<file path="config.mk">
export PLATFORM = sky130hd
export DESIGN_NAME = serdesphy_tx_link_sequencer
export DESIGN_NICKNAME = d
export VERILOG_FILES = /design/src/rtl/serdesphy_tx_pkg.sv /design/src/rtl/serdesphy_tx_link_sequencer.sv
export SDC_FILE = /design/constraint.sdc
export NUM_CORES = 1
export LEC_CHECK = 0
export ABC_AREA = 1
export CAP_MARGIN = 25
export CORE_MARGIN = 10
export CORE_UTILIZATION = 35
export DETAILED_ROUTE_END_ITERATION = 6
export PLACE_DENSITY = 0.66
export RECOVER_POWER = 100
export SLEW_MARGIN = 10
export SYNTH_ARGS = -nofsm -noshare
export SYNTH_HDL_FRONTEND = slang
export SYNTH_SLANG_ARGS = --single-unit
</file>
<file path="constraint.sdc">
create_clock -name clk_24m -period 2.4 [get_ports clk_24m]
set_clock_uncertainty 0.1 [all_clocks]
set_input_delay 0.6 -clock clk_24m [delete_from_list [all_inputs] [get_ports clk_24m]]
set_output_delay 0.6 -clock clk_24m [all_outputs]
set_load 0.02 [all_outputs]
</file>
<file path="src/rtl/serdesphy_tx_pkg.sv">
// Shared definitions for the TX link sequencer: state encoding, default
// link words and the payload source-select encoding.
`timescale 1ns/1ps
package serdesphy_tx_pkg;

    typedef enum logic [2:0] {
        ST_OFF       = 3'd0,
        ST_WAIT_LOCK = 3'd1,
        ST_TRAIN     = 3'd2,
        ST_SYNC      = 3'd3,
        ST_PAYLOAD   = 3'd4,
        ST_IDLE      = 3'd5,
        ST_ERROR     = 3'd6
    } seq_state_t;

    localparam logic [7:0] DEF_TRAIN_WORD = 8'h55;
    localparam logic [7:0] DEF_SYNC_WORD  = 8'hD5;
    localparam logic [7:0] DEF_IDLE_WORD  = 8'h00;

    localparam logic SRC_FIFO = 1'b0;
    localparam logic SRC_PRBS = 1'b1;

    // SYNC, PAYLOAD and IDLE are the states in which the link carries framed traffic.
    function automatic logic state_is_active(input seq_state_t s);
        return (s == ST_SYNC) || (s == ST_PAYLOAD) || (s == ST_IDLE);
    endfunction

endpackage

</file>
<file path="src/rtl/serdesphy_tx_link_sequencer.sv">
// TX link bring-up sequencer: qualifies PLL lock, sends training and sync words,
// then feeds payload (FIFO or PRBS) or idle fill into a one-word encoder slot.
`timescale 1ns/1ps
module serdesphy_tx_link_sequencer
    import serdesphy_tx_pkg::*;
#(
    parameter int unsigned LOCK_CYCLES = 64,
    parameter int unsigned TRAIN_WORDS = 16,
    parameter logic [7:0]  TRAIN_WORD  = DEF_TRAIN_WORD,
    parameter logic [7:0]  SYNC_WORD   = DEF_SYNC_WORD,
    parameter logic [7:0]  IDLE_WORD   = DEF_IDLE_WORD
) (
    input  logic       clk_24m,
    input  logic       rst_n_24m,
    input  logic       tx_en,
    input  logic       pll_lock,
    input  logic       tx_idle,
    input  logic       tx_data_sel,
    input  logic       fifo_empty,
    input  logic [7:0] fifo_data,
    output logic       fifo_rd_en,
    input  logic [7:0] prbs_data,
    output logic       prbs_adv,
    input  logic       enc_ready,
    output logic [7:0] word_out,
    output logic       word_valid,
    output logic [2:0] seq_state,
    output logic       tx_active,
    output logic       tx_error,
    output logic [7:0] underflow_cnt
);

    localparam int LCW = $clog2(LOCK_CYCLES) + 1;
    localparam logic [LCW-1:0] LOCK_LAST  = LCW'(LOCK_CYCLES - 1);
    localparam logic [7:0]     TRAIN_LAST = 8'(TRAIN_WORDS - 1);

    seq_state_t     state;
    logic [LCW-1:0] lock_cnt;
    logic [7:0]     train_cnt;
    logic           sel_q;
    logic           load;
    logic           payload_pop;

    assign load = !word_valid || enc_ready;

    // A payload load consumes a source word unless idle fill pre-empts it.
    assign payload_pop = tx_en && pll_lock && !tx_idle && load && (state == ST_PAYLOAD);
    assign prbs_adv    = payload_pop && (sel_q == SRC_PRBS);
    assign fifo_rd_en  = payload_pop && (sel_q == SRC_FIFO) && !fifo_empty;

    assign seq_state = state;
    assign tx_active = state_is_active(state);
    assign tx_error  = (state == ST_ERROR);

    always_ff @(posedge clk_24m) begin
        if (!rst_n_24m) begin
            state         <= ST_OFF;
            lock_cnt      <= '0;
            train_cnt     <= '0;
            sel_q         <= SRC_FIFO;
            underflow_cnt <= '0;
            word_out      <= '0;
            word_valid    <= 1'b0;
        end else if (!tx_en) begin
            state         <= ST_OFF;
            lock_cnt      <= '0;
            train_cnt     <= '0;
            underflow_cnt <= '0;
            word_valid    <= 1'b0;
        end else begin
            case (state)
                ST_OFF: begin
                    state         <= ST_WAIT_LOCK;
                    underflow_cnt <= '0;
                    word_valid    <= 1'b0;
                end
                ST_WAIT_LOCK: begin
                    word_valid <= 1'b0;
                    if (!pll_lock) begin
                        lock_cnt <= '0;
                    end else if (lock_cnt == LOCK_LAST) begin
                        lock_cnt  <= '0;
                        train_cnt <= '0;
                        state     <= ST_TRAIN;
                    end else begin
                        lock_cnt <= lock_cnt + LCW'(1);
                    end
                end
                ST_ERROR: begin
                    word_valid <= 1'b0;
                end
                ST_TRAIN, ST_SYNC, ST_PAYLOAD, ST_IDLE: begin
                    // Lock loss wins over any transfer in flight; the held word is dropped.
                    if (!pll_lock) begin
                        state      <= ST_ERROR;
                        word_valid <= 1'b0;
                    end else if (load) begin
                        word_valid <= 1'b1;
                        if (state == ST_TRAIN) begin
                            word_out  <= TRAIN_WORD;
                            train_cnt <= train_cnt + 8'd1;
                            if (train_cnt == TRAIN_LAST) begin
                                state <= ST_SYNC;
                            end
                        end else if (state == ST_SYNC) begin
                            word_out <= SYNC_WORD;
                            sel_q    <= tx_data_sel;
                            state    <= ST_PAYLOAD;
                        end else if (state == ST_PAYLOAD) begin
                            if (tx_idle) begin
                                word_out <= IDLE_WORD;
                                state    <= ST_IDLE;
                            end else if (sel_q == SRC_PRBS) begin
                                word_out <= prbs_data;
                            end else if (!fifo_empty) begin
                                word_out <= fifo_data;
                            end else begin
                                word_out <= IDLE_WORD;
                                if (underflow_cnt != 8'hFF) begin
                                    underflow_cnt <= underflow_cnt + 8'd1;
                                end
                            end
                        end else begin
                            // Leaving idle re-syncs the receiver and re-samples the source.
                            if (tx_idle) begin
                                word_out <= IDLE_WORD;
                            end else begin
                                word_out <= SYNC_WORD;
                                sel_q    <= tx_data_sel;
                                state    <= ST_PAYLOAD;
                            end
                        end
                    end
                end
                default: begin
                    state      <= ST_OFF;
                    word_valid <= 1'b0;
                end
            endcase
        end
    end

endmodule

</file>
After elaboration in Yosys (flattened, before gate mapping)
Cells that the tools add are included.

$add $sub $neg: 3. Bitwise gates (word level): 3. Equality and inequality tests: 27. Reduce and logical (&&, ||, !) cells: 24. Muxes and demuxes: 39.

Operators with widths (number): 8-bit 2-to-1 mux (21); 8-bit case mux with 2 select lines (2); 3-bit 2-to-1 mux (10); 2-bit inequality test, second input constant (13); 8-bit by 1-bit adder with 8-bit output, second input constant (2); 7-bit 2-to-1 mux (2); 7-bit AND reduction (2); 6-bit inequality test, second input constant (2); 3-bit case mux with 4 select lines (1); 10-bit AND reduction (1); 3-bit == test, second input constant (3); 8-bit by 4-bit == test with 1-bit output, second input constant (1); 8-bit inequality test, second input constant (1); 4-bit AND reduction (2); 7-bit by 1-bit adder with 7-bit output, second input constant (1); 7-bit by 6-bit == test with 1-bit output, second input constant (1); 1-bit logical AND (7); 3-bit by 2-bit == test with 1-bit output, second input constant (2); 6-bit AND reduction (1); 4-bit inequality test, second input constant (1); 2-bit nonzero test (2); 4-bit OR reduction (1); 3-bit by 1-bit == test with 1-bit output, second input constant (1); 1-bit logical NOT (3); 7 further kinds (13).

Word-level logic and storage cells: 103. Input port bits: 24. Output and inout port bits: 24. Register bits: 36.

Depth between registers and ports, before layout
Gate-level depths: netlist (run 1).

Depth after elaboration: 11. Gate-level depth with buffers: 12. Gate-level depth less buffers: 12.

Worst setup path after synthesis (run 1)
OpenSTA, ideal clock, no wires.

Path kind: input-to-output. From: input port pll_lock. To: output port fifo_rd_en. Arrival: 1608 ps. Required time: 1700 ps. Stages: 5. Slack: 92 ps. Path buffers: 1. Path through: buf_4 -> inv_1 -> nor2_1 -> nand4_1 -> nor3_1.

Word-level cells in the longest chain between the ends: 6.

RTL lines: from (decl) (line serdesphy_tx_link_sequencer.sv:16) `input logic pll_lock,`; 1-bit logical AND (4 in series) (line serdesphy_tx_link_sequencer.sv:47) `assign payload_pop = tx_en && pll_lock && !tx_idle && load && (state == ST_PAYLOAD);`; 1-bit logical AND (2 in series) (line serdesphy_tx_link_sequencer.sv:49) `assign fifo_rd_en = payload_pop && (sel_q == SRC_FIFO) && !fifo_empty;`; to (decl) (line serdesphy_tx_link_sequencer.sv:21) `output logic fifo_rd_en,`.

Every way passes these cells.

Worst setup path in the final report (run 1)
From: input port tx_en. To: output port fifo_rd_en.

Word-level cells in the longest chain between the ends: 6.

RTL lines: from (decl) (line serdesphy_tx_link_sequencer.sv:15) `input logic tx_en,`; 1-bit logical AND (4 in series) (line serdesphy_tx_link_sequencer.sv:47); 1-bit logical AND (2 in series) (line serdesphy_tx_link_sequencer.sv:49).

Every way passes these cells.

==> metrics.md, run 1 <==
| Metric | Value |
|---|---|
| Nets | `446` |
| Worst Setup End Kind | `primary output` |
| H-Tree Depth | `2` |
| Post-Syn Instances | `356` |
| Num CTS Buffers | `5` |
| DRC | `0` |
| Commonest non-fill, non-tap cell in the layout | `nand2_1` |
| Reg clk slew, reported paths | `0.08 ns` |
| Final Wtd Congestion | `0.769` |
| Maximum clock rate | `0.440 GHz` |
| GR Util All Layers | `0.126` |
| R2R cell count | `10` |
| Fill cell count | `675` |
| CTS tree | `yes` |
| Post-Syn Nets | `383` |
| Worst Hold Endpoint | `lock_cnt[6]$_SDFFE_PN0P_` |
| Capturing point of the worst reg2reg path | `word_out[5]$_SDFFE_PN0P_` |
| Hold WS | `0.361 ns` |
| Final Hold Viols | `0` |
| RSZ-0062 raised after global routing | `no` |
| Largest net degree at the start of global routing | `16` |
| Status | `completed` |
| Leakage power | `1.35 nW` |
| Endpoints failing setup | `0` |
| CORE AREA | `6390 um^2` |
| Power Dens Cells | `739 nW/um^2` |
| Layout cells sized above 1 | `0.150` |
| Initial DRC count | `121` |
| Seq cells post-synth | `36` |
| Worst min path class | `flip-flop to flip-flop` |
| Die W | `101 um` |
| GRT Residual Overflow | `0` |
| Tmin final | `2.27 ns` |
| Startpoint Class | `input pin` |
| Rows | `29` |
| Critical path type | `input pin to primary output` |
| Vias in the first global route | `2266` |
| VDD IR max | `0.000379 V` |
| Routed WL per cell | `13.1 um` |
| Mapped Avg Cell Area | `6.50 um^2` |
| Worst EP arrival | `1.57 ns` |
| Slew @ Worst Pin | `0.726 ns` |
| Final Non-Filler Cells | `497` |
| Library cells used by synthesis | `35` |
| RR Startpoint | `seq_state[1]$_SDFFE_PN0P_` |
| Global-route wire length before repair | `10800 um` |
| Drt pass-1 iters | `4` |
| Worst path required time | `1.70 ns` |
| Slew headroom | `0.516` |
| Max_cap viols | `0` |
| FF-to-FF setup slack | `0.26 ns` |
| Total Routed Length | `6530 um` |
| Starting Density | `0.362` |
| Hold depth | `2` |
| Worst skew pair latency | `0.30 ns` |
| Most frequent cells in the layout | `92 x nand2_1, 57 x nor2_1, 35 x dfxtp_1` |
| Chip height | `101 um` |
| Hold-fix buffers, CTS | `0` |
| CP Max Fanout | `2` |
| Max clock buf depth | `2` |
| Die area | `10300 um^2` |
| Routed via count | `2434` |
| Top Ports | `48` |
| PortBufs | `47` |
| Dpl cells | `488` |
| Vias per cell | `4.90` |
| Initial antenna violation count | `0` |
| CTS sink cnt | `36` |
| DP HPWL | `4860 um` |
| Post-synth design cell area | `2310 um^2` |
| Register area share after synthesis | `0.311` |
| Max-slew violation count | `0` |
| Final period util | `0.947` |
| Hold path startpoint | `lock_cnt[6]$_SDFFE_PN0P_` |
| N_diodes | `0` |
| Area grow syn2layout | `30.3%` |
| Warnings from Yosys | `0` |
| ANT nets after route | `0` |
| Root Buffer | `clkbuf_8` |
[state kept, by name (all words and copies together), names as in the netlist]
register,cells
underflow_cnt,8
seq_state,3
lock_cnt,7
train_cnt,8
word_out,8
word_valid,1
sel_q,1
[layout make-up]
type                    count  area (um^2)  share of cell area
clock buffers               5         68.8              0.0228
clock inverters             3         46.3              0.0154
inverters                  43          161              0.0535
multi-input cells         270         1350               0.447
flip-flops and latches     36          722               0.239
well taps                  77         96.3              0.0320
repair buffers             63          572               0.190
[cell families (layout without fill, tap and decap cells)]
| group | after synthesis | after routing | synth area share |
|---|---|---|---|
| compound gates | 50 | 50 | 0.130 |
| simple gates | 213 | 213 | 0.435 |
| flops | 36 | 36 | 0.311 |
| buf+inv | 50 | 114 | 0.0919 |
| xor+xnor | 4 | 4 | 0.0151 |
| fa+ha+maj | 3 | 3 | 0.0162 |
[timing repair]
action                                  in CTS  in global routing
endpoints found under the setup margin       3                  3
buffers inserted                             0                  1
pin swaps                                    0                  3
gates resized for setup                     13                  9
[through the flow]
| stage | instance area, um^2 | setup TNS [ns] | util | worst slack [ns] | power [mW] |
|---|---|---|---|---|---|
| 2_1_floorplan | 2310 | 0 | - | 0.0922 | 1.43 |
| 3_3_place_gp | 2950 | -1.04 | 0.462 | -0.549 | 1.72 |
| 3_5_place_dp | 2950 | -1.11 | 0.462 | -0.591 | 1.73 |
| 4_1_cts | 3060 | -0.0274 | 0.479 | -0.0274 | 2.31 |
| 5_1_grt | 3020 | 0 | 0.472 | 0.0407 | 2.39 |
| 6_report | 3020 | 0 | 0.472 | 0.127 | 2.23 |
[cells in the mapped netlist]
library cell | number | area, um^2
nand3b_1 | 3 | 22.5
nand2_4 | 3 | 33.8
o21bai_1 | 1 | 7.51
nand2_8 | 1 | 20.0
buf_6 | 1 | 11.3
a21oi_4 | 1 | 16.3
buf_2 | 1 | 5.00
clkbuf_1 | 2 | 7.51
o21ai_1 | 5 | 25.0
buf_4 | 3 | 22.5
clkinv_4 | 1 | 8.76
or2_2 | 3 | 18.8
nor3_1 | 8 | 40.0
o21bai_2 | 1 | 11.3
xor2_1 | 3 | 26.3
a21oi_1 | 27 | 135
nand3_4 | 1 | 17.5
xnor2_1 | 1 | 8.76
nand3_1 | 27 | 135
o21ai_0 | 4 | 20.0
nor2_4 | 4 | 45.0
ha_1 | 3 | 37.5
nor3_2 | 1 | 10.0
inv_2 | 8 | 30.0
a21oi_2 | 2 | 17.5
nand2_1 | 88 | 330
dfxtp_1 | 36 | 721
a31oi_1 | 2 | 12.5
a22oi_1 | 4 | 30.0
nand3_2 | 5 | 50.1
nor2_1 | 59 | 221
nand2_2 | 6 | 37.5
nand4_1 | 4 | 25.0
inv_1 | 34 | 128
o21ai_2 | 3 | 26.3
[worst max-delay path: stages]
cell and delay, ns:
clkdlybuf4s50_1 0.48, nand4_1 0.14, nor3_2 0.16, clkbuf_2 0.19
[where the power goes]
group / internal [mW] / total (mW) / switching (mW)
combinational: 0.327 / 0.967 / 0.640
clock: 0.313 / 0.567 / 0.254
sequential: 0.647 / 0.696 / 0.0481
[worst max-delay path by stage]
stage,endpoint,slack (ns),depth (start not counted),start
floorplan,fifo_rd_en,0.09,5,pll_lock
global route,fifo_rd_en,0.04,4,tx_en
global placement,fifo_rd_en,-0.55,6,pll_lock
detailed placement,fifo_rd_en,-0.59,6,pll_lock
CTS,fifo_rd_en,-0.03,6,pll_lock
finish,fifo_rd_en,0.13,4,tx_en
[routing by layer]
metal,share of wire,track usage,vias up
met5,0,0,-
met4,0.015,0.0407,0
met3,0.051,0.0327,7
met2,0.47,0.207,46
li1,-,-,1262
met1,0.46,0.156,1119
Note: power is estimated with default switching activity, not from simulation.
==> inputs of run 2 (changes only) <==
--- a/config.mk
+++ b/config.mk
@@ -7,7 +7,7 @@
 export LEC_CHECK = 0
 export ABC_AREA = 1
 export CAP_MARGIN = 25
-export CORE_MARGIN = 10
+export CORE_MARGIN = 1
 export CORE_UTILIZATION = 35
 export DETAILED_ROUTE_END_ITERATION = 6
 export PLACE_DENSITY = 0.66
==> metrics.md, run 2 (synthesis results as in run 1) <==
| Metric | Value |
|---|---|
| Max clock buf depth | `2 (unchanged)` |
| Max-slew violation count | `0 (unchanged)` |
| Fill cell count | `662 (-1.9%)` |
| Critical path type | `flip-flop to primary output` |
| Die W | `83.3 um (-18%)` |
| Hold path startpoint | `word_out[5]$_SDFFE_PN0P_` |
| Worst path required time | `1.70 ns (about the same)` |
| RSZ-0062 raised after global routing | `no` |
| CP Max Fanout | `7 (+5)` |
| Hold depth | `2 (unchanged)` |
| Clock group share of total power | `0.257 (+0.003)` |
| Rows | `29 (unchanged)` |
| Chip height | `83.3 um (-18%)` |
| ANT nets after route | `0 (unchanged)` |
| Switching Power | `0.893 mW (-5.2%)` |
| Root Buffer | `clkbuf_8` |
| Endpoints failing setup | `0 (unchanged)` |
| Slew @ Worst Pin | `0.742 ns (+0.0164 ns)` |
| RR Startpoint | `seq_state[1]$_SDFFE_PN0P_` |
| Post-route setup TNS | `0 ns (unchanged)` |
| Sw frac | `0.413 (-0.00973)` |
| CTS sink cnt | `36 (unchanged)` |
| Worst Setup End Kind | `primary output` |
| Drt pass-1 iters | `4 (unchanged)` |
| GRT Residual Overflow | `0 (unchanged)` |
| VDD IR max | `0.000377 V (-0.45%)` |
| Initial antenna violation count | `0 (unchanged)` |
| Storage cell area | `722 um^2 (unchanged)` |
| Power Dens Cells | `725 nW/um^2 (-1.9%)` |
| Worst Hold Endpoint | `word_out[5]$_SDFFE_PN0P_` |
| Starting Density | `0.365 (+0.00207)` |
| Startpoint Class | `flip-flop` |
| Logic pwr share | `0.422 (-0.012)` |
| Reg clk slew, reported paths | `0.08 ns (about the same)` |
| Hold-fix buffers, CTS | `0 (unchanged)` |
| Leakage power | `1.33 nW (-1.1%)` |
| H-Tree Depth | `2 (unchanged)` |
| PortBufs | `47 (unchanged)` |
| CTS tree | `yes` |
| Tmin final | `2.31 ns (+0.0356 ns)` |
| Area grow syn2layout | `28.9%` |
| N_diodes | `0 (unchanged)` |
| Worst EP arrival | `1.61 ns (+0.04 ns)` |
| DP HPWL | `4300 um (-12%)` |
| Final period util | `0.962 (+0.0148)` |
| Commonest non-fill, non-tap cell in the layout | `nand2_1` |
| Internal power | `1.27 mW (-1.4%)` |
| Largest net degree at the start of global routing | `16 (unchanged)` |
| Nets | `446 (unchanged)` |
| Post-DP Area | `2930 um^2 (-0.51%)` |
| Vias per cell | `4.91 (+0.16%)` |
| Routed WL per cell | `11.6 um (-12%)` |
| Top Ports | `48 (unchanged)` |
| Die area | `6940 um^2 (-32%)` |
| Capturing point of the worst reg2reg path | `train_cnt[5]$_SDFFE_PN0P_` |
| Vias in the first global route | `2146 (-5.3%)` |
| Maximum clock rate | `0.433 GHz (-1.5%)` |
| Num CTS Buffers | `5 (unchanged)` |
| GR Util All Layers | `0.167 (+0.0407)` |
| Initial DRC count | `143 (+18%)` |
| CORE AREA | `6350 um^2 (-0.57%)` |
| DRC | `0 (unchanged)` |
| Global-route wire length before repair | `9550 um (-12%)` |
| Multi-input logic area | `1320 um^2 (-2.3%)` |
| Worst min path class | `flip-flop to flip-flop` |
| Slew headroom | `0.505 (-0.0110)` |
| R2R cell count | `11 (+1)` |
| Final Hold Viols | `0 (unchanged)` |
| Max_cap viols | `0 (unchanged)` |
| Largest regs | `train_cnt: 8 flops, underflow_cnt: 8 flops, word_out: 8 flops` |
| Most frequent cells in the layout | `92 x nand2_1, 57 x nor2_1, 35 x dfxtp_1` |
| Dpl cells | `486 (-0.41%)` |
| Layout cells sized above 1 | `0.138 (-0.0119)` |
| FF-to-FF setup slack | `0.23 ns (-0.03 ns)` |
| Status | `completed` |
| Routed via count | `2438 (+0.16%)` |
| Total Routed Length | `5750 um (-12%)` |
| Worst skew pair latency | `0.29 ns (about the same)` |
| Final Non-Filler Cells | `497 (unchanged)` |
| Final Wtd Congestion | `0.810 (+5.3%)` |
| Final non-filler cell area | `2980 um^2 (-1.1%)` |
| Seq pwr share | `0.321 (+0.009)` |
[run 2: cell count changes in the layout (fill, tap and decap cells not counted), moves of 2 or more]
| cell | change |
|---|---|
| nor2_4 | -2 |
| nor2_2 | +2 |
| dlygate4sd2_1 | +2 |
| clkbuf_2 | -2 |
[run 2: how the worst max path moves through the flow]
| stage | cells past startpoint | to | slack (ns) | startpoint |
|---|---|---|---|---|
| 6_report | 5 | tx_error | 0.09 | seq_state[0]$_SDFFE_PN0P_ |
| 5_1_grt | 5 | tx_error | 0.007 | seq_state[0]$_SDFFE_PN0P_ |
| 4_1_cts | 6 | fifo_rd_en | 0.0001 | enc_ready |
| 3_5_place_dp | 6 | fifo_rd_en | -0.56 | pll_lock |
| 3_3_place_gp | 6 | fifo_rd_en | -0.58 | pll_lock |
| 2_1_floorplan | 5 | fifo_rd_en | 0.09 | pll_lock |
[run 2: what timing repair did]
item,4_1_cts,5_1_grt
gates resized for setup,16,3
setup endpoints to repair,3,2
cloned,0,0
hold endpoints to repair,0,0
buffers inserted,1,2
pin swaps,3,3
[run 2: layout make-up]
cell class / instances / share of cell area
sequential: 36 / 0.242
inverter: 43 / 0.0541
multi-input combinational: 270 / 0.442
clock buffer: 5 / 0.0231
tap: 77 / 0.0323
clock inverter: 3 / 0.0155
timing repair buffer: 63 / 0.191
[run 2: through the flow]
step / total power [mW] / util / worst slack [ns] / hold slack [ns]
final: 2.16 / 0.470 / 0.0919 / 0.365
after global routing: 2.32 / 0.470 / 0.00713 / 0.382
after CTS: 2.28 / 0.480 / 0.000110 / 0.372
after detailed placement: 1.72 / 0.462 / -0.561 / 0.360
after global placement: 1.71 / 0.462 / -0.577 / 0.350
after floorplan: 1.43 / - / 0.0922 / 0.338
[run 2: layer usage]
layer / global-route usage / up-vias / wire [um]
li1: - / 1266 / -
met1: 0.229 / 1102 / 2790
met2: 0.258 / 58 / 2580
met3: 0.0388 / 12 / 273
met4: 0.0517 / 0 / 109
met5: 0 / - / 0
[run 2: power by group through the flow]
stage                     clock (mW)  sequential (mW)  combinational, mW
after floorplan                    0            0.761              0.673
after global placement             0            0.706               1.00
after detailed placement           0            0.708               1.01
after CTS                      0.572            0.695               1.01
after global routing           0.596            0.701               1.02
final                          0.556            0.694              0.913
[run 2: worst max-delay path: stages (launching register included)]
cell and delay, ns:
dfxtp_1 0.32, buf_4 0.15, inv_2 0.08, nand3_1 0.09, inv_1 0.07, clkdlybuf4s50_1 0.60
==> patch 1, RTL diff (flow settings as in run 2) <==
Set the parameter `LOCK_CYCLES` to 32 (it was 64).
--- a/src/rtl/serdesphy_tx_link_sequencer.sv
+++ b/src/rtl/serdesphy_tx_link_sequencer.sv
@@ -5,5 +5,5 @@
     import serdesphy_tx_pkg::*;
 #(
-    parameter int unsigned LOCK_CYCLES = 64,
+    parameter int unsigned LOCK_CYCLES = 32,
     parameter int unsigned TRAIN_WORDS = 16,
     parameter logic [7:0]  TRAIN_WORD  = DEF_TRAIN_WORD,
Behaviour: same outputs for any inputs over 4 cycles, from zero or initial values and one cycle with rst_n_24m low; that may be too few to reach the edited logic, so the function may still have changed.
==> patch 1 against run 2 <==
Total power decreased by 5.4%; cell count up 3.4%; routed wire length shrank 1.8%; maximum frequency up 2.1%; synthesized area is 3.7% lower; cell area up 1.1%; first-iteration DRC count is 46% lower; sequential cell count is 1 lower; setup slack improved by 0.048 ns; largest power group unchanged.
==> patch 1: results (changes against run 2) <==
Run status
  • Outcome: finished clean (unchanged)

Global route
  • Number of global-route vias before repair: 2118 (was 2146)
  • Maximum number of pins on one net before global-route repair: 14 (was 16)
  • Global router's overall resource usage: 0.180 (was 0.167)
  • Met3 GRT Util: 0.0322 (was 0.0388)
  • Met2 Use GR: 0.282 (was 0.258)

Route
  • Number of violations reported at the end of detailed-routing iteration 0: 77 (was 143)
  • DR WL met2: 2450 µm (was 2580 µm)
  • Total length of routed met3 wires: 235 µm (was 273 µm)
  • Post-DR wirelength/cell: 11.0 µm (was 11.6 µm)

Yosys
  • Unique masters post-synth: 28 (was 35)
  • Gate count of the mapped netlist: 364 (was 356)
  • Syn_nets: 391 (was 383)
  • Most frequent cells after synthesis: sky130_fd_sc_hd__nand2_1 (100), sky130_fd_sc_hd__nor2_1 (61), sky130_fd_sc_hd__inv_1 (36) (was sky130_fd_sc_hd__nand2_1 (88), sky130_fd_sc_hd__nor2_1 (59), sky130_fd_sc_hd__dfxtp_1 (36))
  • Largest cells by area after synthesis: sky130_fd_sc_hd__dfxtp_1 (31%), sky130_fd_sc_hd__nand2_1 (17%), sky130_fd_sc_hd__nor2_1 (10%) (was sky130_fd_sc_hd__dfxtp_1 (31%), sky130_fd_sc_hd__nand2_1 (14%), sky130_fd_sc_hd__nor2_1 (9.6%))
  • Sequential area share after synthesis: 0.314 (was 0.311)

Final layout
  • Multi-input logic cell count: 280 (was 270)
  • Fraction of area in clock buffers and inverters: 0.0332 (was 0.0386)
  • Layout cell share with drive strength beyond 1: 0.134 (was 0.138)
  • Relative area of non-clock buffer cells in the final design: 0.212 (was 0.191)
  • Area taken by multi-input logic gates: 0.00132 mm² (about the same)
  • Fillcell total: 597 (was 662)
  • Count of nets after finishing: 465 (was 446)
  • Layout clock buffer count: 8 (was 5)
  • Seq_cells: 35 (was 36)
  • Synth-to-layout area growth: 35.2% (was 28.9%)
  • Number of signal-net buffers in the layout: 73 (was 63)

Timing
  • Slew of the pin with the lowest slew margin: 0.594 ns (was 0.742 ns)
  • Shortest period the worst path allows: 2.26 ns (was 2.31 ns)

Clock tree
  • Clock slew at reported path FFs: 0.06 ns (was 0.08 ns)

Worst setup path
  • Crit Path Max Fanout: 2 (was 7)

Pwr
  • Leakage power: 1.36 nW (was 1.33 nW)
  • Cell Int Power: 1.21 mW (was 1.27 mW)
  • Worst IR drop on VDD: 0.000537 V (was 0.000377 V)

Placed design
  • Placed instance area: 0.00291 mm² (was 0.00293 mm²)
  • Weighted congestion reported at the end of routability-driven placement: 0.877 (was 0.810)
  • Detail Placement HPWL: 4350 µm (was 4300 µm)
  • Pre-CTS setup slack: -0.535 ns (was -0.561 ns)
[patch 1: timing repair]
item,CTS,global route
pin swaps,4,3
buffers inserted,6,0
endpoints found under the setup margin,4,1
resized for setup,16,3
hold buffers,0,0
[patch 1: logic make-up (layout without fill, tap and decap cells)]
group / Yosys count / count (layout) / share of synthesized area
xor+xnor: 2 / 2 / 0.00786
fa+ha+maj: 3 / 3 / 0.0168
simple gates: 233 / 233 / 0.469
compound gates: 42 / 42 / 0.102
flops: 35 / 35 / 0.314
buf+inv: 49 / 124 / 0.0898
[patch 1: final timing paths]
path | cells past startpoint | to | start
worst min register to register | 2 | word_out[3] | word_out[3]
worst min-delay path | 2 | word_out[3] | word_out[3]
worst max register to register | 13 | underflow_cnt[5] | seq_state[1]
worst max-delay path | 4 | fifo_rd_en | tx_en
[patch 1: power by group through the flow]
stage	Combinational, mW	Clock [mW]	Sequential, mW
floorplan	0.607	0	0.738
global placement	0.933	0	0.684
detailed placement	0.939	0	0.685
CTS	0.946	0.478	0.672
global route	1.02	0.507	0.678
finish	0.915	0.459	0.670
[patch 1: worst reg2reg max path: stages (launching register included)]
cell and delay (ns):
sky130_fd_sc_hd__dfxtp_1 0.31, sky130_fd_sc_hd__buf_4 0.15, sky130_fd_sc_hd__inv_1 0.10, sky130_fd_sc_hd__nand3_1 0.11
sky130_fd_sc_hd__buf_4 0.17, sky130_fd_sc_hd__nand2_1 0.07, sky130_fd_sc_hd__inv_2 0.03, sky130_fd_sc_hd__nand2_1 0.36
sky130_fd_sc_hd__nand2_1 0.15, sky130_fd_sc_hd__nand2_1 0.17, sky130_fd_sc_hd__inv_2 0.08, sky130_fd_sc_hd__nand2_1 0.12
sky130_fd_sc_hd__nand2_1 0.06, sky130_fd_sc_hd__a21oi_1 0.12
==> patch 2, RTL diff (config.mk and constraints of run 2) <==
Without the edit above. Register the output `tx_error`, with the module's reset; this adds one clock of latency there. The other outputs are not delayed to match.
--- a/src/rtl/serdesphy_tx_link_sequencer.sv
+++ b/src/rtl/serdesphy_tx_link_sequencer.sv
@@ -51,5 +51,11 @@
     assign seq_state = state;
     assign tx_active = state_is_active(state);
-    assign tx_error  = (state == ST_ERROR);
+    always_ff @(posedge clk_24m) begin
+        if (!rst_n_24m) begin
+            tx_error <= '0;
+        end else begin
+            tx_error <= (state == ST_ERROR);
+        end
+    end
 
     always_ff @(posedge clk_24m) begin
Formal check against the unedited RTL: no difference found for any inputs over 4 cycles, from zero or initial values and one cycle with rst_n_24m low; that may be too few to reach the edited logic, so the function may still have changed.
==> patch 2 against run 2 <==
Critical path depth increased by 1; cell area decreased by 3.1%; setup slack improved by 0.0037 ns; routed wire length decreased by 0.85%; sequential cell count increased by 1; synthesized area decreased by 4.9%; cell count decreased by 4.2%; register-to-register slack improved by 0.04 ns; maximum frequency increased by 0.16%; critical path type is now in -> out; critical endpoint is now fifo_rd_en; largest cell class unchanged.
Power is not compared: it rests on default switching activity, and its combinational part moved more than twofold at a synthesized area within 25%.
==> patch 2: results (changes against run 2) <==
Yosys
  • Area share of xor/xnor cells in the synthesized design: 0.0159 (was 0.0151)
  • Syn_nets: 361 (was 383)
  • Most frequent cells after synthesis: sky130_fd_sc_hd__nand2_1 (69), sky130_fd_sc_hd__nor2_1 (56), sky130_fd_sc_hd__a21oi_1 (41) (was sky130_fd_sc_hd__nand2_1 (88), sky130_fd_sc_hd__nor2_1 (59), sky130_fd_sc_hd__dfxtp_1 (36))
  • Gate count of the mapped netlist: 334 (was 356)
  • Largest cells by area after synthesis: sky130_fd_sc_hd__dfxtp_1 (34%), sky130_fd_sc_hd__nand2_1 (12%), sky130_fd_sc_hd__nor2_1 (9.5%) (was sky130_fd_sc_hd__dfxtp_1 (31%), sky130_fd_sc_hd__nand2_1 (14%), sky130_fd_sc_hd__nor2_1 (9.6%))
  • Flip-flop and latch count after synthesis: 37 (was 36)
  • Post-Synth Adder-Cell Area: 0.0170 (was 0.0162)
  • Unique masters post-synth: 30 (was 35)
  • Sequential area share after synthesis: 0.336 (was 0.311)
  • Synth Area in Compound Gates: 0.151 (was 0.130)

Final layout
  • Count of nets after finishing: 427 (was 446)
  • Non-filler cells in the finished layout: 476 (was 497)

Worst setup path
  • Crit. Startpoint: enc_ready (was seq_state[0])
  • Worst reg2reg path endpoint: train_cnt[4] (was train_cnt[5])
  • Slack of the worst reg-to-reg path: 0.27 ns (was 0.23 ns)
  • Last element of the critical path: fifo_rd_en (was tx_error)
  • Slowest Stage Delay on Critical Path: 0.45 ns (was 0.60 ns)
  • Number of cells traversed by the worst register-to-register path: 9 (was 11)

Clock tree
  • Post-CTS setup repair buffer count: 0 (was 1)

Pwr
  • Post-layout power: 1.26 mW
  • PwrDens: 435 mW/mm²

Placed design
  • Placed instance area: 0.00286 mm² (was 0.00293 mm²)
  • Number of placed cells counting well taps: 467 (was 486)
  • Pre-CTS setup slack: -0.530 ns (was -0.561 ns)

Global route
  • Met3 GRT Util: 0.0382 (was 0.0388)
  • Number of global-route vias before repair: 2076 (was 2146)
  • Wire length of the first global-routing pass: 9310 µm (was 9550 µm)
  • Global router's overall resource usage: 0.185 (was 0.167)

Route
  • Final routed wirelength across all metal layers: 5710 µm (was 5750 µm)
  • Detailed-routing wirelength on met1: 2680 µm (was 2790 µm)
  • DR WL met2: 2680 µm (was 2580 µm)
  • Total via count in the routed design: 2317 (was 2438)

Timing
  • Final worst path period share: 0.960 (was 0.962)

Run status
  • Outcome: finished clean (unchanged)
-- patch 2: cell count changes after synthesis, moves of 5 or more --
cell	delta
sky130_fd_sc_hd__inv_2	-5
sky130_fd_sc_hd__nand2_1	-19
sky130_fd_sc_hd__a21oi_1	+14
sky130_fd_sc_hd__o21ai_0	+9
sky130_fd_sc_hd__inv_1	-7
-- patch 2: final cells by class --
type | count | area, µm²
well taps | 75 | 93.8
inverters | 31 | 119
clock buffers | 8 | 80.1
multi-input cells | 256 | 1240
fillers | 618 | 3100
repair buffers | 69 | 613
flip-flops and latches | 37 | 741
-- patch 2: worst min path at each step --
stage	startpoint	end	slack (ns)	cells past startpoint
finish	lock_cnt[3]	lock_cnt[3]	0.37	2
global route	word_out[5]	word_out[5]	0.38	2
CTS	lock_cnt[3]	lock_cnt[3]	0.37	2
detailed placement	lock_cnt[3]	lock_cnt[3]	0.36	2
global placement	lock_cnt[6]	lock_cnt[6]	0.35	2
floorplan	lock_cnt[6]	lock_cnt[6]	0.34	2
